==> config.mk <==
export PLATFORM = sky130hd
export DESIGN_NAME = traffic_phased
export DESIGN_NICKNAME = d
export VERILOG_FILES = /design/src/rtl/traffic_pkg.sv /design/src/rtl/traffic_timer.sv /design/src/rtl/traffic_phased.sv
export SDC_FILE = /design/constraint.sdc
export NUM_CORES = 1
export LEC_CHECK = 0
export CAP_MARGIN = 20
export CELL_PAD_IN_SITES_DETAIL_PLACEMENT = 1
export CELL_PAD_IN_SITES_GLOBAL_PLACEMENT = 2
export CORE_MARGIN = 3
export CORE_UTILIZATION = 41
export DETAILED_ROUTE_END_ITERATION = 10
export GPL_TIMING_DRIVEN = 0
export PLACE_DENSITY_LB_ADDON = 0.1
export SYNTH_ARGS = -nofsm -noshare
export SYNTH_HDL_FRONTEND = slang
export SYNTH_HIERARCHICAL = 1
export SYNTH_SLANG_ARGS = --single-unit
==> constraint.sdc <==
create_clock -name clk -period 10 [get_ports clk]
set_input_delay 1.5 -clock clk [delete_from_list [all_inputs] [get_ports clk]]
set_output_delay 1.5 -clock clk [all_outputs]
set_load 0.02 [all_outputs]
==> src/rtl/traffic_pkg.sv <==
// Shared light codes, FSM state encoding and a small sizing helper for the phased
// traffic controller.
package traffic_pkg;

  localparam logic [2:0] LightGreen  = 3'b010;
  localparam logic [2:0] LightYellow = 3'b110;
  localparam logic [2:0] LightRed    = 3'b100;

  typedef enum logic [2:0] {
    StGreen,
    StYellow,
    StAllRed,
    StPedOn,
    StPedBlink
  } state_e;

  function automatic int unsigned max_u(int unsigned a, int unsigned b);
    return (a > b) ? a : b;
  endfunction

endpackage

==> src/rtl/traffic_timer.sv <==
// Loadable dwell down-counter with a done flag, plus the quarter-second blink toggle
// used while the walk lamp flashes.
module traffic_timer
  import traffic_pkg::*;
#(
  parameter int unsigned CNT_W   = 8,
  parameter int unsigned QUARTER = 4
) (
  input  logic             clk,
  input  logic             rst,
  input  logic             load,
  input  logic [CNT_W-1:0] load_val,
  input  logic             blink_en,
  output logic             done,
  output logic             blink
);

  localparam int unsigned QW = $clog2(QUARTER + 1);
  localparam logic [QW-1:0] QReload = QW'(QUARTER - 1);

  logic [CNT_W-1:0] cnt_q;
  logic [QW-1:0]    qcnt_q;
  logic             blink_q;

  // Loading with dwell-1 makes done rise on the last cycle of the state.
  always_ff @(posedge clk) begin
    if (load) begin
      cnt_q <= load_val;
    end else if (cnt_q != '0) begin
      cnt_q <= cnt_q - 1'b1;
    end
  end

  always_ff @(posedge clk) begin
    if (rst || load) begin
      qcnt_q  <= QReload;
      blink_q <= 1'b0;
    end else if (blink_en) begin
      if (qcnt_q == '0) begin
        qcnt_q  <= QReload;
        blink_q <= ~blink_q;
      end else begin
        qcnt_q <= qcnt_q - 1'b1;
      end
    end
  end

  assign done  = (cnt_q == '0);
  assign blink = blink_q;

endmodule

==> src/rtl/traffic_phased.sv <==
// Round-robin N-phase traffic controller with a pedestrian phase after the last vehicle
// phase. Define TRAFFIC_ALL_RED_EN to insert a 1 s all-red clearance after each yellow.
module traffic_phased
  import traffic_pkg::*;
#(
  parameter int unsigned CYCLES_PER_SEC = 50_000_000,
  parameter int unsigned N_PHASES       = 2,
  parameter int unsigned N_BUTTONS      = 4,
  parameter int unsigned GREEN_SEC      = 3,
  parameter int unsigned YELLOW_SEC     = 2,
  parameter int unsigned PED_ON_SEC     = 2,
  parameter int unsigned PED_BLINK_SEC  = 2
) (
  input  logic                        clk,
  input  logic                        i_maintenance,
  input  logic [N_BUTTONS-1:0]        i_ped_buttons,
  output logic [3*N_PHASES-1:0]       o_lights,
  output logic                        o_light_ped,
  output logic [$clog2(N_PHASES)-1:0] o_phase,
  output logic                        o_ped_pending
);

  localparam int unsigned PW        = $clog2(N_PHASES);
  localparam int unsigned GreenCyc  = GREEN_SEC * CYCLES_PER_SEC;
  localparam int unsigned YellowCyc = YELLOW_SEC * CYCLES_PER_SEC;
  localparam int unsigned PedOnCyc  = PED_ON_SEC * CYCLES_PER_SEC;
  localparam int unsigned PedBlkCyc = PED_BLINK_SEC * CYCLES_PER_SEC;
  localparam int unsigned MaxCyc    = max_u(max_u(GreenCyc, YellowCyc),
                                            max_u(max_u(PedOnCyc, PedBlkCyc), CYCLES_PER_SEC));
  localparam int unsigned CNT_W     = $clog2(MaxCyc + 1);
  localparam logic [PW-1:0] LastPhase = PW'(N_PHASES - 1);

  state_e           state_q, state_d;
  logic [PW-1:0]    phase_q, phase_d;
  logic             pending_q, pending_d;
  state_e           exit_state;
  logic [PW-1:0]    exit_phase;
  logic             done, blink, load;
  logic [CNT_W-1:0] load_val;
  logic             press;

  assign press = |i_ped_buttons;

  // Exit rule shared by YELLOW (no clearance) and ALL_RED: pending request diverts only
  // after the last phase, judged on the registered pending bit.
  always_comb begin
    exit_state = StGreen;
    exit_phase = (phase_q == LastPhase) ? '0 : phase_q + 1'b1;
    if (phase_q == LastPhase && pending_q) begin
      exit_state = StPedOn;
      exit_phase = phase_q;
    end
  end

  always_comb begin
    state_d   = state_q;
    phase_d   = phase_q;
    pending_d = pending_q;
    if (press && state_q != StPedOn && state_q != StPedBlink) begin
      pending_d = 1'b1;
    end
    if (done) begin
      case (state_q)
        StGreen: state_d = StYellow;
        StYellow: begin
`ifdef TRAFFIC_ALL_RED_EN
          state_d = StAllRed;
`else
          state_d = exit_state;
          phase_d = exit_phase;
`endif
        end
`ifdef TRAFFIC_ALL_RED_EN
        StAllRed: begin
          state_d = exit_state;
          phase_d = exit_phase;
        end
`endif
        StPedOn: state_d = StPedBlink;
        StPedBlink: begin
          state_d = StGreen;
          phase_d = '0;
        end
        default: begin
          state_d = StGreen;
          phase_d = '0;
        end
      endcase
    end
    if (state_d == StPedOn && state_q != StPedOn) begin
      pending_d = 1'b0;
    end
  end

  always_comb begin
    load_val = CNT_W'(GreenCyc - 1);
    if (!i_maintenance) begin
      case (state_d)
        StYellow:   load_val = CNT_W'(YellowCyc - 1);
        StAllRed:   load_val = CNT_W'(CYCLES_PER_SEC - 1);
        StPedOn:    load_val = CNT_W'(PedOnCyc - 1);
        StPedBlink: load_val = CNT_W'(PedBlkCyc - 1);
        default:    load_val = CNT_W'(GreenCyc - 1);
      endcase
    end
  end

  // Every state change happens on done, so done doubles as the reload strobe.
  assign load = i_maintenance | done;

  always_ff @(posedge clk) begin
    if (i_maintenance) begin
      state_q   <= StGreen;
      phase_q   <= '0;
      pending_q <= 1'b0;
    end else begin
      state_q   <= state_d;
      phase_q   <= phase_d;
      pending_q <= pending_d;
    end
  end

  traffic_timer #(
    .CNT_W   (CNT_W),
    .QUARTER (CYCLES_PER_SEC / 4)
  ) u_timer (
    .clk      (clk),
    .rst      (i_maintenance),
    .load     (load),
    .load_val (load_val),
    .blink_en (state_q == StPedBlink),
    .done     (done),
    .blink    (blink)
  );

  always_comb begin
    o_lights = '0;
    for (int p = 0; p < N_PHASES; p++) begin
      o_lights[3*p +: 3] = LightRed;
      if (phase_q == PW'(p)) begin
        if (state_q == StGreen)  o_lights[3*p +: 3] = LightGreen;
        if (state_q == StYellow) o_lights[3*p +: 3] = LightYellow;
      end
    end
  end

  assign o_light_ped   = (state_q == StPedOn) || (state_q == StPedBlink && blink);
  assign o_phase       = phase_q;
  assign o_ped_pending = pending_q;

endmodule
==> results of run 1 <==
[layout make-up]
class	count	area, sq um
plain buffers	20	111.4
well taps	105	131.4
multi-input cells	318	1972
clock buffers	11	152.6
repair buffers	13	147.6
flip-flops and latches	58	1441
clock inverters	5	51.30
inverters	10	37.54
fillers	1011	4213
[routing by layer]
metal  wire [um]  up-vias  share of wire  GRT usage
met4         165        0          0.018    0.08508
met1        4449     1517           0.48     0.2751
met3         203       12          0.022    0.03397
met5           0        -              0          0
met2        4475       36           0.48     0.3261
li1            -     1528              -          -
[through the flow]
| step | hold WS (ns) | util | instances |
|---|---|---|---|
| 3_5_place_dp | 0.4572 | 0.4652 | 524 |
| 2_1_floorplan | 0.4284 | - | 406 |
| 4_1_cts | 0.4745 | 0.4898 | 540 |
| 5_1_grt | 0.5119 | 0.4898 | 540 |
| 6_report | 0.4754 | 0.4898 | 540 |
| 3_3_place_gp | 0.4512 | 0.4618 | 523 |
[how the worst min path moves through the flow]
| stage | slack, ns | end | start | cells after the start |
|---|---|---|---|---|
| floorplan | 0.43 | u_timer/qcnt_q[22] | u_timer/qcnt_q[22] | 1 |
| global placement | 0.45 | u_timer/qcnt_q[22] | u_timer/qcnt_q[22] | 1 |
| detailed placement | 0.46 | u_timer/qcnt_q[22] | u_timer/qcnt_q[22] | 1 |
| CTS | 0.47 | u_timer/qcnt_q[22] | u_timer/qcnt_q[22] | 1 |
| global route | 0.51 | u_timer/qcnt_q[22] | u_timer/qcnt_q[22] | 1 |
| finish | 0.48 | u_timer/qcnt_q[22] | u_timer/qcnt_q[22] | 1 |
[flip-flops by register name, summed over array words and instances (netlist names)]
signal	flops
o_ped_pending	1
o_phase	1
state_q	3
u_timer/blink	1
u_timer/cnt_q	28
u_timer/qcnt_q	24
[where the power goes]
part / switching, mW / internal (mW) / total [mW]
clock: 0.0991 / 0.129 / 0.228
sequential: 0.0134 / 0.261 / 0.275
combinational: 0.0342 / 0.0212 / 0.0553
total: 0.147 / 0.412 / 0.558
[worst max-delay path: stages, from the launching register on]
cell and delay (ns):
sky130_fd_sc_hd__edfxtp_1 0.44, sky130_fd_sc_hd__nor3_2 0.50, sky130_fd_sc_hd__nand4_1 0.36, sky130_fd_sc_hd__clkbuf_1 0.33
sky130_fd_sc_hd__nor4_1 0.86, sky130_fd_sc_hd__buf_4 0.30, sky130_fd_sc_hd__or2_1 0.24, sky130_fd_sc_hd__clkbuf_1 0.42
sky130_fd_sc_hd__inv_1 0.20, sky130_fd_sc_hd__clkbuf_1 0.30, sky130_fd_sc_hd__nand2_1 0.63, sky130_fd_sc_hd__buf_16 0.23
[layout by cell type, fill, tap and decap left out, types with 4 or more instances in the layout]
cell,Yosys,routed
sky130_fd_sc_hd__nand2_1,43,43
sky130_fd_sc_hd__nor2_1,32,32
sky130_fd_sc_hd__dfxtp_1,30,30
sky130_fd_sc_hd__edfxtp_1,28,28
sky130_fd_sc_hd__o21ai_0,24,24
sky130_fd_sc_hd__nand3_1,23,23
sky130_fd_sc_hd__conb_1,2,18
sky130_fd_sc_hd__nand4_1,15,15
sky130_fd_sc_hd__xor2_1,15,15
sky130_fd_sc_hd__clkbuf_1,11,12
sky130_fd_sc_hd__clkdlybuf4s50_1,0,12
sky130_fd_sc_hd__a31oi_1,12,12
sky130_fd_sc_hd__nor3_1,11,11
sky130_fd_sc_hd__or4_1,11,11
sky130_fd_sc_hd__inv_1,10,10
sky130_fd_sc_hd__o31ai_1,10,10
sky130_fd_sc_hd__clkbuf_8,0,9
sky130_fd_sc_hd__xnor2_1,8,8
sky130_fd_sc_hd__or3_1,8,8
sky130_fd_sc_hd__nand2b_1,6,6
sky130_fd_sc_hd__a21oi_1,6,6
sky130_fd_sc_hd__nor4_1,4,4
sky130_fd_sc_hd__nand4b_1,4,4
sky130_fd_sc_hd__or2_2,4,4
sky130_fd_sc_hd__o311ai_0,4,4
sky130_fd_sc_hd__ha_1,4,4
[kinds of logic after synthesis]
logic type / after synthesis / synth area share
AO/OA/AOI/OAI: 82 / 0.1626
AND/OR/NAND/NOR: 191 / 0.3094
adder cells (fa/ha/maj): 4 / 0.01429
XOR/XNOR: 23 / 0.05752
other: 2 / 0.002144
buffers and inverters: 30 / 0.04251
flip-flops: 58 / 0.4116
==> out/qor.log, run 1 <==
INFO  logic_synthesis synth_cell_types=63
INFO  sta            maxClockFrequency=195.5MHz
INFO  pwr            leakage_power_figure=1.374nW
INFO  logic_synthesis synthDominantCellAreaShare=0.2401
INFO  logic_synthesis yosysMostFrequentCell=sky130_fd_sc_hd__nand2_1
INFO  critical_path  r2r-end=u_timer/cnt_q[15]
INFO  logic_synthesis ys_dominant_reg_cell=sky130_fd_sc_hd__dfxtp_1
INFO  clock_tree     path_clk_slew=0.08ns
INFO  final_layout   area.growth.synth_to_final=15.51%
INFO  critical_path  critical_path.endpoint=u_timer/cnt_q[15]
INFO  clock_tree     ctsHtreeMaxLevel=3
INFO  logic_synthesis synth_enable_flop_cells=28
INFO  sta            min_period=5.116ns
INFO  clock_tree     cts-resized-gates=0
INFO  critical_path  critical_path_class=reg2reg
INFO  sta            final_critical_path_setup_slack=4.884ns
INFO  critical_path  r2r.worst_path.cells=11
INFO  clock_tree     worstSkewPairLatency=0.34ns
INFO  clock_tree     tritoncts=built
INFO  grt            overflow=0
INFO  pwr            irDropWorstVdd=0.08010mV
INFO  logic_synthesis syn-cell-area=0.003502sqmm
INFO  route          wl_per_cell=17.21um
INFO  die            io-pin-count=15
INFO  sta            timing.final.hold_violations=0
INFO  pwr            p_total=0.5584mW
INFO  logic_synthesis synthArstFlopShare=0
INFO  sta            timing_worst_slew_pin_value=0.9817ns
INFO  logic_synthesis synth.ff_latch_count=58
INFO  grt            global_route_wire_length_before_repair=15,890um
INFO  die            die_area=0.009687sqmm
INFO  sta            timing.final.crit_share=0.5116
INFO  sta            pins_over_slew_limit=0
INFO  sta            fin_skew=0.01283ns
INFO  clock_tree     post_cts_buffers=0
INFO  placement      instance_area_after_placement=0.003841sqmm
INFO  clock_tree     cts_root_buf=sky130_fd_sc_hd__clkbuf_8
INFO  logic_synthesis ys_seq_area_frac=0.4116
INFO  logic_synthesis synth.top_cells.by_area=sky130_fd_sc_hd__edfxtp_1, sky130_fd_sc_hd__dfxtp_1, sky130_fd_sc_hd__nand2_1
INFO  grt            antenna_found_initial=0
INFO  placement      globalplace.congestion=0.7857
INFO  die            initial_cell_density_of_the_core=0.4241
INFO  clock_tree     clkSinkCount=58
INFO  route          drcViolationCount=0
INFO  logic_synthesis synth-warning-count=6
INFO  worst_hold_path worstHoldPathType=reg2reg
INFO  die            placement_rows=33
INFO  logic_synthesis synthesis.area_per_instance=8.980squm
INFO  clock_tree     cts_buffers=9
INFO  grt            grt_max_degree=16
INFO  critical_path  startpoint_type=register
INFO  critical_path  timing.critical_path.required=10.04ns
INFO  logic_synthesis synth_top_area_cell=sky130_fd_sc_hd__edfxtp_1
INFO  die            die_height=98.42um
INFO  final_layout   diodes=0
INFO  route          drt_iter0_drc=126
INFO  placement      detailedPlace.worstSlack=5.038ns
INFO  critical_path  cp_data_arrival_time=5.16ns
INFO  clock_tree     hold_buffers=0
INFO  critical_path  type_of_destination_of_the_critical_path=register
INFO  route          detailroute.via_count=3,093
INFO  grt            grt_util_all_layers=0.2041
INFO  final_layout   drive_gt1_frac=0.09655
INFO  logic_synthesis post_synth_inst_count=390
INFO  route          avgViaCountPerCell=5.728
INFO  route          firstDrtPassIters=4
INFO  job            max_cap_check_violation_count=0
INFO  critical_path  setup.reg_to_reg.worst_slack=4.88ns
INFO  status         status=finished clean
INFO  die            core=0.008258sqmm
INFO  route          route.final.wire_length=9293um
INFO  route          ant_nets=0
INFO  sta            max-slew-margin-rel=0.3395
INFO  grt            grt_pass1_vias=3,178
INFO  clock_tree     clk_path_buf_depth=2
INFO  die            floorplan.die.width=98.42um
INFO  critical_path  worst_setup_path_startpoint=u_timer/cnt_q[6]
INFO  sta            timing.final.setup_violations=0
INFO  pwr            p_per_area=138.0mW/mm^2
INFO  final_layout   stdcell_area=0.004045sqmm
INFO  critical_path  worst_r2r_startpoint=u_timer/cnt_q[6]
INFO  placement      dp_hpwl=6566um
INFO  final_layout   finalNetCount=440
INFO  critical_path  critical_path_peak_fanout=15
INFO  sta            tns=0ns
INFO  logic_synthesis synth_top_cells_by_count=sky130_fd_sc_hd__nand2_1, sky130_fd_sc_hd__nor2_1, sky130_fd_sc_hd__dfxtp_1, sky130_fd_sc_hd__edfxtp_1, sky130_fd_sc_hd__o21ai_0
INFO  placement      place.port_buffers=12
INFO  sta            grt_setup_unrepaired=no
(Power assumes the default switching activity.)
==> run 2: changes to the inputs <==
CORE_UTILIZATION = 38   (was 41)
clock period = 5.1 ns   (was 10 ns; I/O delays follow)
==> run 2 against run 1 <==
Compared with the run above: clock skew decreased by 0.0063 ns; cell count increased by 0.56%; worst setup slack got worse by 4.4 ns; sequential power increased by 96%; combinational power increased by 100%; hold slack improved by 0.0072 ns; clock-buffer cell count increased by 4; sequential cell count unchanged; sequential share of layout area decreased by 0.48 points.
==> out/qor.log, run 2 (synthesis results as in run 1) <==
INFO  pwr            power.share.combinational=0.097 [was 0.099]
INFO  grt            overflow=0 [unchanged]
INFO  final_layout   layout_common_cells=sky130_fd_sc_hd__nand2_1, sky130_fd_sc_hd__nor2_1, sky130_fd_sc_hd__dfxtp_1, sky130_fd_sc_hd__edfxtp_1, sky130_fd_sc_hd__o21ai_0 [unchanged]
INFO  final_layout   stdcell_area=0.004100sqmm [was 0.004045 sq mm]
INFO  final_layout   layout_commonest_cell=sky130_fd_sc_hd__nand2_1 [unchanged]
INFO  sta            timing_worst_slew_pin_value=0.9839ns [was 0.9817 ns]
INFO  pwr            leakage_power_figure=1.393nW [was 1.374 nW]
INFO  pwr            p_per_area=281.7mW/mm^2 [was 138.0 mW/mm^2]
INFO  clock_tree     ctsHtreeMaxLevel=3 [unchanged]
INFO  route          route.final.wire_length=9539um [was 9293 um]
INFO  sta            maxClockFrequency=218.2MHz [was 195.5 MHz]
INFO  route          wl_per_cell=17.57um [was 17.21 um]
INFO  grt            grt_max_degree=20 [was 16]
INFO  pwr            clock_power_share=0.438 [was 0.409]
INFO  placement      globalplace.congestion=0.7904 [was 0.7857]
INFO  clock_tree     tritoncts=built [unchanged]
INFO  route          drcViolationCount=0 [unchanged]
INFO  pwr            cellInternalPower=0.8624mW [was 0.4117 mW]
INFO  route          firstDrtPassIters=4 [unchanged]
INFO  die            die_area=0.01040sqmm [was 0.009687 sq mm]
INFO  critical_path  timing.critical_path.required=5.14ns [was 10.04 ns]
INFO  die            initial_cell_density_of_the_core=0.3958 [was 0.4241]
INFO  final_layout   largestRegisters=u_timer/cnt_q x28, u_timer/qcnt_q x24, state_q x3 [unchanged]
INFO  final_layout   finalNetCount=440 [unchanged]
INFO  critical_path  cp_data_arrival_time=4.63ns [was 5.16 ns]
INFO  placement      detailedPlace.worstSlack=0.2221ns [was 5.038 ns]
INFO  die            io-pin-count=15 [unchanged]
INFO  route          ant_nets=0 [unchanged]
INFO  clock_tree     hold_buffers=0 [unchanged]
INFO  die            placement_rows=34 [was 33]
INFO  grt            use_met3=0.02867 [was 0.03397]
INFO  final_layout   diodes=0 [unchanged]
INFO  pwr            switching_share=0.2534 [was 0.2627]
INFO  clock_tree     cts_root_buf=sky130_fd_sc_hd__clkbuf_8 [unchanged]
INFO  sta            pins_over_slew_limit=0 [unchanged]
INFO  pwr            irDropWorstVdd=0.1319mV [was 0.08010 mV]
INFO  placement      instance_area_after_placement=0.003845sqmm [was 0.003841 sq mm]
INFO  route          drt_iter0_drc=84 [was 126]
INFO  placement      place.port_buffers=12 [unchanged]
INFO  grt            grt_busiest_layer=met2 [unchanged]
INFO  sta            timing.final.crit_share=0.8986 [was 0.5116]
INFO  pwr            p_sw=0.2927mW [was 0.1467 mW]
INFO  grt            use_met1=0.2526 [was 0.2751]
INFO  sta            min_period=4.583ns [was 5.116 ns]
INFO  sta            fin_skew=0.006557ns [was 0.01283 ns]
INFO  grt            global_route_wire_length_before_repair=16,140um [was 15,890 um]
INFO  grt            antenna_found_initial=0 [unchanged]
INFO  critical_path  critical_path_peak_fanout=19 [was 15]
INFO  route          avgViaCountPerCell=5.829 [was 5.728]
INFO  route          detailroute.via_count=3,165 [was 3,093]
INFO  placement      dp_hpwl=6719um [was 6566 um]
INFO  final_layout   regMostFlops=u_timer/cnt_q [unchanged]
INFO  clock_tree     clkSinkCount=58 [unchanged]
INFO  job            max_cap_check_violation_count=0 [unchanged]
INFO  clock_tree     worstSkewPairLatency=0.34ns [about the same]
INFO  final_layout   largest_register_ff_count=28 [unchanged]
INFO  final_layout   drive_gt1_frac=0.1011 [was 0.09655]
INFO  grt            grt_pass1_vias=3,252 [was 3,178]
INFO  pwr            p_total=1.155mW [was 0.5584 mW]
INFO  sta            grt_setup_unrepaired=no [unchanged]
INFO  grt            global_routing_met2_resource_utilization=0.3333 [was 0.3261]
INFO  clock_tree     clk_path_buf_depth=2 [unchanged]
INFO  status         status=finished clean [unchanged]
INFO  critical_path  type_of_destination_of_the_critical_path=register [unchanged]
INFO  pwr            pwr-share-seq=0.466 [was 0.492]
INFO  sta            timing.final.setup_violations=0 [unchanged]
INFO  die            core=0.008848sqmm [was 0.008258 sq mm]
INFO  sta            final_critical_path_setup_slack=0.5174ns [was 4.884 ns]
INFO  die            die_height=102um [was 98.42 um]
INFO  sta            timing.final.hold_violations=0 [unchanged]
INFO  sta            max-slew-margin-rel=0.3386 [was 0.3395]
INFO  critical_path  critical_path_class=reg2reg [unchanged]
INFO  clock_tree     cts_buffers=9 [unchanged]
INFO  worst_hold_path worstHoldPathType=reg2reg [unchanged]
INFO  clock_tree     path_clk_slew=0.07ns [was 0.08 ns]
INFO  final_layout   area.growth.synth_to_final=17.08% [was 15.51%]
INFO  grt            grt_util_all_layers=0.1961 [was 0.2041]
INFO  die            floorplan.die.width=102um [was 98.42 um]
INFO  critical_path  startpoint_type=register [unchanged]
[run 2: final timing paths]
kind                       from                 end  slack, ns  depth (start not counted)
max reg2reg    u_timer/cnt_q[6]   u_timer/cnt_q[11]       0.52                         11
min reg2reg  u_timer/qcnt_q[14]  u_timer/qcnt_q[14]       0.48                          1
max            u_timer/cnt_q[6]   u_timer/cnt_q[11]       0.52                         11
min          u_timer/qcnt_q[14]  u_timer/qcnt_q[14]       0.48                          1
[run 2: area by class of cell]
type	instances	area [sq um]
fillers	1042	4748
multi-input cells	318	1981
flip-flops and latches	58	1441
clock buffers	15	241.5
repair buffers	13	147.6
well taps	108	135.1
plain buffers	20	111.4
inverters	10	37.54
clock inverters	1	5.005
[run 2: routing by layer]
metal	vias to the layer above	routed length [um]
li1	1528	-
met1	1576	4435
met2	43	4630
met3	18	267
met4	0	205
met5	-	0
[run 2: power by group through the flow]
stage	sequential (mW)	clock, mW	combinational [mW]
global route	0.540	0.540	0.126
detailed placement	0.548	0	0.111
global placement	0.547	0	0.107
finish	0.538	0.506	0.112
CTS	0.538	0.521	0.111
floorplan	0.542	0	0.0753
[run 2: repair_timing]
action / 4_1_cts / 5_1_grt
resized for setup: 0 / 2
endpoints found under the setup margin: 0 / 28
hold endpoints to repair: 0 / 0
setup buffers: 0 / 0
[run 2: stage by stage]
step                      hold WS (ns)  cells  utilization  TNS (ns)
after floorplan                 0.4284    406            -         0
after detailed placement        0.4660    527       0.4345         0
final                           0.4826    543       0.4634         0
after global placement          0.4496    526       0.4314    -4.254
after global routing            0.5158    543       0.4634         0
after CTS                       0.4845    543       0.4624         0
[run 2: critical path, stage by stage (launching register included)]
cell and delay [ns]:
sky130_fd_sc_hd__edfxtp_1 0.44, sky130_fd_sc_hd__nor3_2 0.53, sky130_fd_sc_hd__nand4_1 0.40, sky130_fd_sc_hd__clkbuf_1 0.35
sky130_fd_sc_hd__nor4_2 0.56, sky130_fd_sc_hd__buf_4 0.27, sky130_fd_sc_hd__or2_1 0.23, sky130_fd_sc_hd__clkbuf_1 0.41
sky130_fd_sc_hd__inv_1 0.20, sky130_fd_sc_hd__clkbuf_1 0.31, sky130_fd_sc_hd__nand2_2 0.36, sky130_fd_sc_hd__buf_16 0.21
==> run 3: changes to the inputs <==
MAX_ROUTING_LAYER = met4   (was not set)
==> run 3 against run 2 <==
Compared with the run above: worst setup slack worse by 0.018 ns; first-iteration DRC count is 25% higher; critical path depth stayed put; sequential share of layout area stayed put; cell count stayed put; die area stayed put; global-route usage is 0.61 points higher; via count is 0.54% lower; final area stayed put; clock-buffer cell count stayed put; critical endpoint is now u_timer/cnt_q[20]; largest cell class unchanged.
==> out/qor.log, run 3 (synthesis results as in run 1) <==
INFO  final_layout   largest_register_ff_count=28 [unchanged]
INFO  critical_path  cp_data_arrival_time=4.64ns [was 4.63 ns]
INFO  worst_hold_path worstHoldPathType=reg2reg [unchanged]
INFO  sta            timing.final.hold_violations=0 [unchanged]
INFO  pwr            cellInternalPower=0.8624mW [about the same]
INFO  clock_tree     cts-resized-gates=0 [unchanged]
INFO  final_layout   largestRegisters=u_timer/cnt_q x28, u_timer/qcnt_q x24, state_q x3 [unchanged]
INFO  grt            grt_max_degree=20 [unchanged]
INFO  route          avgViaCountPerCell=5.797 [was 5.829]
INFO  grt            grt_util_all_layers=0.2022 [was 0.1961]
INFO  clock_tree     ctsHtreeMaxLevel=3 [unchanged]
INFO  job            max_cap_check_violation_count=0 [unchanged]
INFO  sta            maxClockFrequency=217.3MHz [was 218.2 MHz]
INFO  clock_tree     post_cts_buffers=0 [unchanged]
INFO  final_layout   layout_common_cells=sky130_fd_sc_hd__nand2_1, sky130_fd_sc_hd__nor2_1, sky130_fd_sc_hd__dfxtp_1, sky130_fd_sc_hd__edfxtp_1, sky130_fd_sc_hd__o21ai_0 [unchanged]
INFO  die            floorplan.die.width=102um [unchanged]
INFO  clock_tree     cts_buffers=9 [unchanged]
INFO  final_layout   area.growth.synth_to_final=17.08% [unchanged]
INFO  route          drt_iter0_drc=105 [was 84]
INFO  sta            timing.final.setup_violations=0 [unchanged]
INFO  sta            max-slew-margin-rel=0.3323 [was 0.3386]
INFO  die            placement_rows=34 [unchanged]
INFO  placement      detailedPlace.worstSlack=0.2221ns [unchanged]
INFO  route          drcViolationCount=0 [unchanged]
INFO  clock_tree     tritoncts=built [unchanged]
INFO  grt            antenna_found_initial=0 [unchanged]
INFO  die            io-pin-count=15 [unchanged]
INFO  final_layout   layout.area.seq=0.001441sqmm [unchanged]
INFO  worst_hold_path hp-start=u_timer/qcnt_q[14] [unchanged]
INFO  pwr            leakage_power_figure=1.393nW [unchanged]
INFO  route          ant_nets=0 [unchanged]
INFO  sta            timing_worst_slew_pin_value=0.9933ns [was 0.9839 ns]
INFO  clock_tree     path_clk_slew=0.07ns [about the same]
INFO  route          route.final.wire_length=9517um [was 9539 um]
INFO  final_layout   regMostFlops=u_timer/cnt_q [unchanged]
INFO  final_layout   fillers=1,042 [unchanged]
INFO  pwr            p_sw=0.2930mW [was 0.2927 mW]
INFO  pwr            pwr-share-seq=0.465 [was 0.466]
INFO  sta            timing.final.crit_share=0.9021 [was 0.8986]
INFO  grt            global_route_wire_length_before_repair=16,130um [was 16,140 um]
INFO  critical_path  worst_setup_path_startpoint=u_timer/cnt_q[6] [unchanged]
INFO  placement      place.port_buffers=12 [unchanged]
INFO  final_layout   layout_commonest_cell=sky130_fd_sc_hd__nand2_1 [unchanged]
INFO  status         status=finished clean [unchanged]
INFO  die            die_height=102um [unchanged]
INFO  critical_path  critical_path_class=reg2reg [unchanged]
INFO  pwr            p_per_area=281.8mW/mm^2 [was 281.7 mW/mm^2]
INFO  route          wl_per_cell=17.53um [was 17.57 um]
INFO  sta            min_period=4.601ns [was 4.583 ns]
INFO  critical_path  startpoint_type=register [unchanged]
INFO  route          firstDrtPassIters=4 [unchanged]
INFO  final_layout   finalNetCount=440 [unchanged]
INFO  sta            whs=0.4828ns [was 0.4826 ns]
INFO  route          detailroute.via_count=3,148 [was 3,165]
INFO  sta            fin_skew=0.006693ns [was 0.006557 ns]
INFO  pwr            clock_power_share=0.438 [about the same]
INFO  grt            grt_pass1_vias=3,252 [unchanged]
INFO  pwr            switching_share=0.2536 [was 0.2534]
INFO  final_layout   drive_gt1_frac=0.1011 [unchanged]
INFO  clock_tree     hold_buffers=0 [unchanged]
INFO  final_layout   stdcell_area=0.004100sqmm [unchanged]
INFO  critical_path  critical_path_peak_fanout=19 [unchanged]
INFO  critical_path  type_of_destination_of_the_critical_path=register [unchanged]
INFO  grt            overflow=0 [unchanged]
INFO  final_layout   multi_input_comb_area=0.001981sqmm [unchanged]
INFO  sta            pins_over_slew_limit=0 [unchanged]
INFO  critical_path  worst_r2r_startpoint=u_timer/cnt_q[6] [unchanged]
INFO  sta            final_critical_path_setup_slack=0.4991ns [was 0.5174 ns]
INFO  clock_tree     clk_path_buf_depth=2 [unchanged]
INFO  clock_tree     cts_root_buf=sky130_fd_sc_hd__clkbuf_8 [unchanged]
INFO  die            core=0.008848sqmm [unchanged]
INFO  clock_tree     clkSinkCount=58 [unchanged]
INFO  die            initial_cell_density_of_the_core=0.3958 [unchanged]
INFO  placement      globalplace.congestion=0.8015 [was 0.7904]
INFO  pwr            irDropWorstVdd=0.1319mV [about the same]
INFO  critical_path  timing.critical_path.required=5.14ns [about the same]
INFO  pwr            power.share.combinational=0.097 [about the same]
INFO  clock_tree     worstSkewPairLatency=0.34ns [about the same]
INFO  die            die_area=0.01040sqmm [unchanged]
INFO  placement      instance_area_after_placement=0.003845sqmm [unchanged]
INFO  final_layout   finalCoreUtilization=0.4634 [unchanged]
INFO  sta            grt_setup_unrepaired=no [unchanged]
INFO  placement      dp_hpwl=6719um [unchanged]
INFO  final_layout   diodes=0 [unchanged]
[run 3: per-stage QoR]
step / power, mW / TNS (ns) / instances
floorplan: 0.6178 / 0 / 406
global placement: 0.6539 / -4.254 / 526
detailed placement: 0.6588 / 0 / 527
CTS: 1.170 / 0 / 543
global route: 1.206 / 0 / 543
finish: 1.155 / 0 / 543
[run 3: layout make-up]
class,instances,share of cell area
sequential,58,0.3515
clock buffer,15,0.05890
inverter,10,0.009155
buffer,20,0.02716
clock inverter,1,0.001221
timing repair buffer,13,0.03601
multi-input combinational,318,0.4831
tap,108,0.03296
[run 3: path summary, 6_finish.rpt]
kind                        end  slack [ns]  cells after the start
max           u_timer/cnt_q[20]        0.50                     11
min          u_timer/qcnt_q[14]        0.48                      1
max reg2reg   u_timer/cnt_q[20]        0.50                     11
min reg2reg  u_timer/qcnt_q[14]        0.48                      1
[run 3: per-layer routing]
metal	up-vias	global-route usage	share of wire
met5	-	-	0
met4	0	0.07265	0.018
met3	13	0.02662	0.027
met2	49	0.3333	0.48
met1	1558	0.2543	0.47
li1	1528	-	-
[run 3: power by group through the flow]
stage | clock [mW] | sequential (mW) | combinational (mW)
after global routing | 0.540 | 0.540 | 0.126
after global placement | 0 | 0.547 | 0.107
after CTS | 0.521 | 0.538 | 0.111
after detailed placement | 0 | 0.548 | 0.111
after floorplan | 0 | 0.542 | 0.0753
final | 0.506 | 0.537 | 0.112
[run 3: critical path, stage by stage (launching register included)]
cell	delay (ns)
sky130_fd_sc_hd__edfxtp_1	0.44
sky130_fd_sc_hd__nor3_2	0.53
sky130_fd_sc_hd__nand4_1	0.41
sky130_fd_sc_hd__clkbuf_1	0.37
sky130_fd_sc_hd__nor4_2	0.56
sky130_fd_sc_hd__buf_4	0.27
sky130_fd_sc_hd__or2_1	0.23
sky130_fd_sc_hd__clkbuf_1	0.40
sky130_fd_sc_hd__inv_1	0.20
sky130_fd_sc_hd__clkbuf_1	0.31
sky130_fd_sc_hd__nand2_2	0.36
sky130_fd_sc_hd__buf_16	0.21
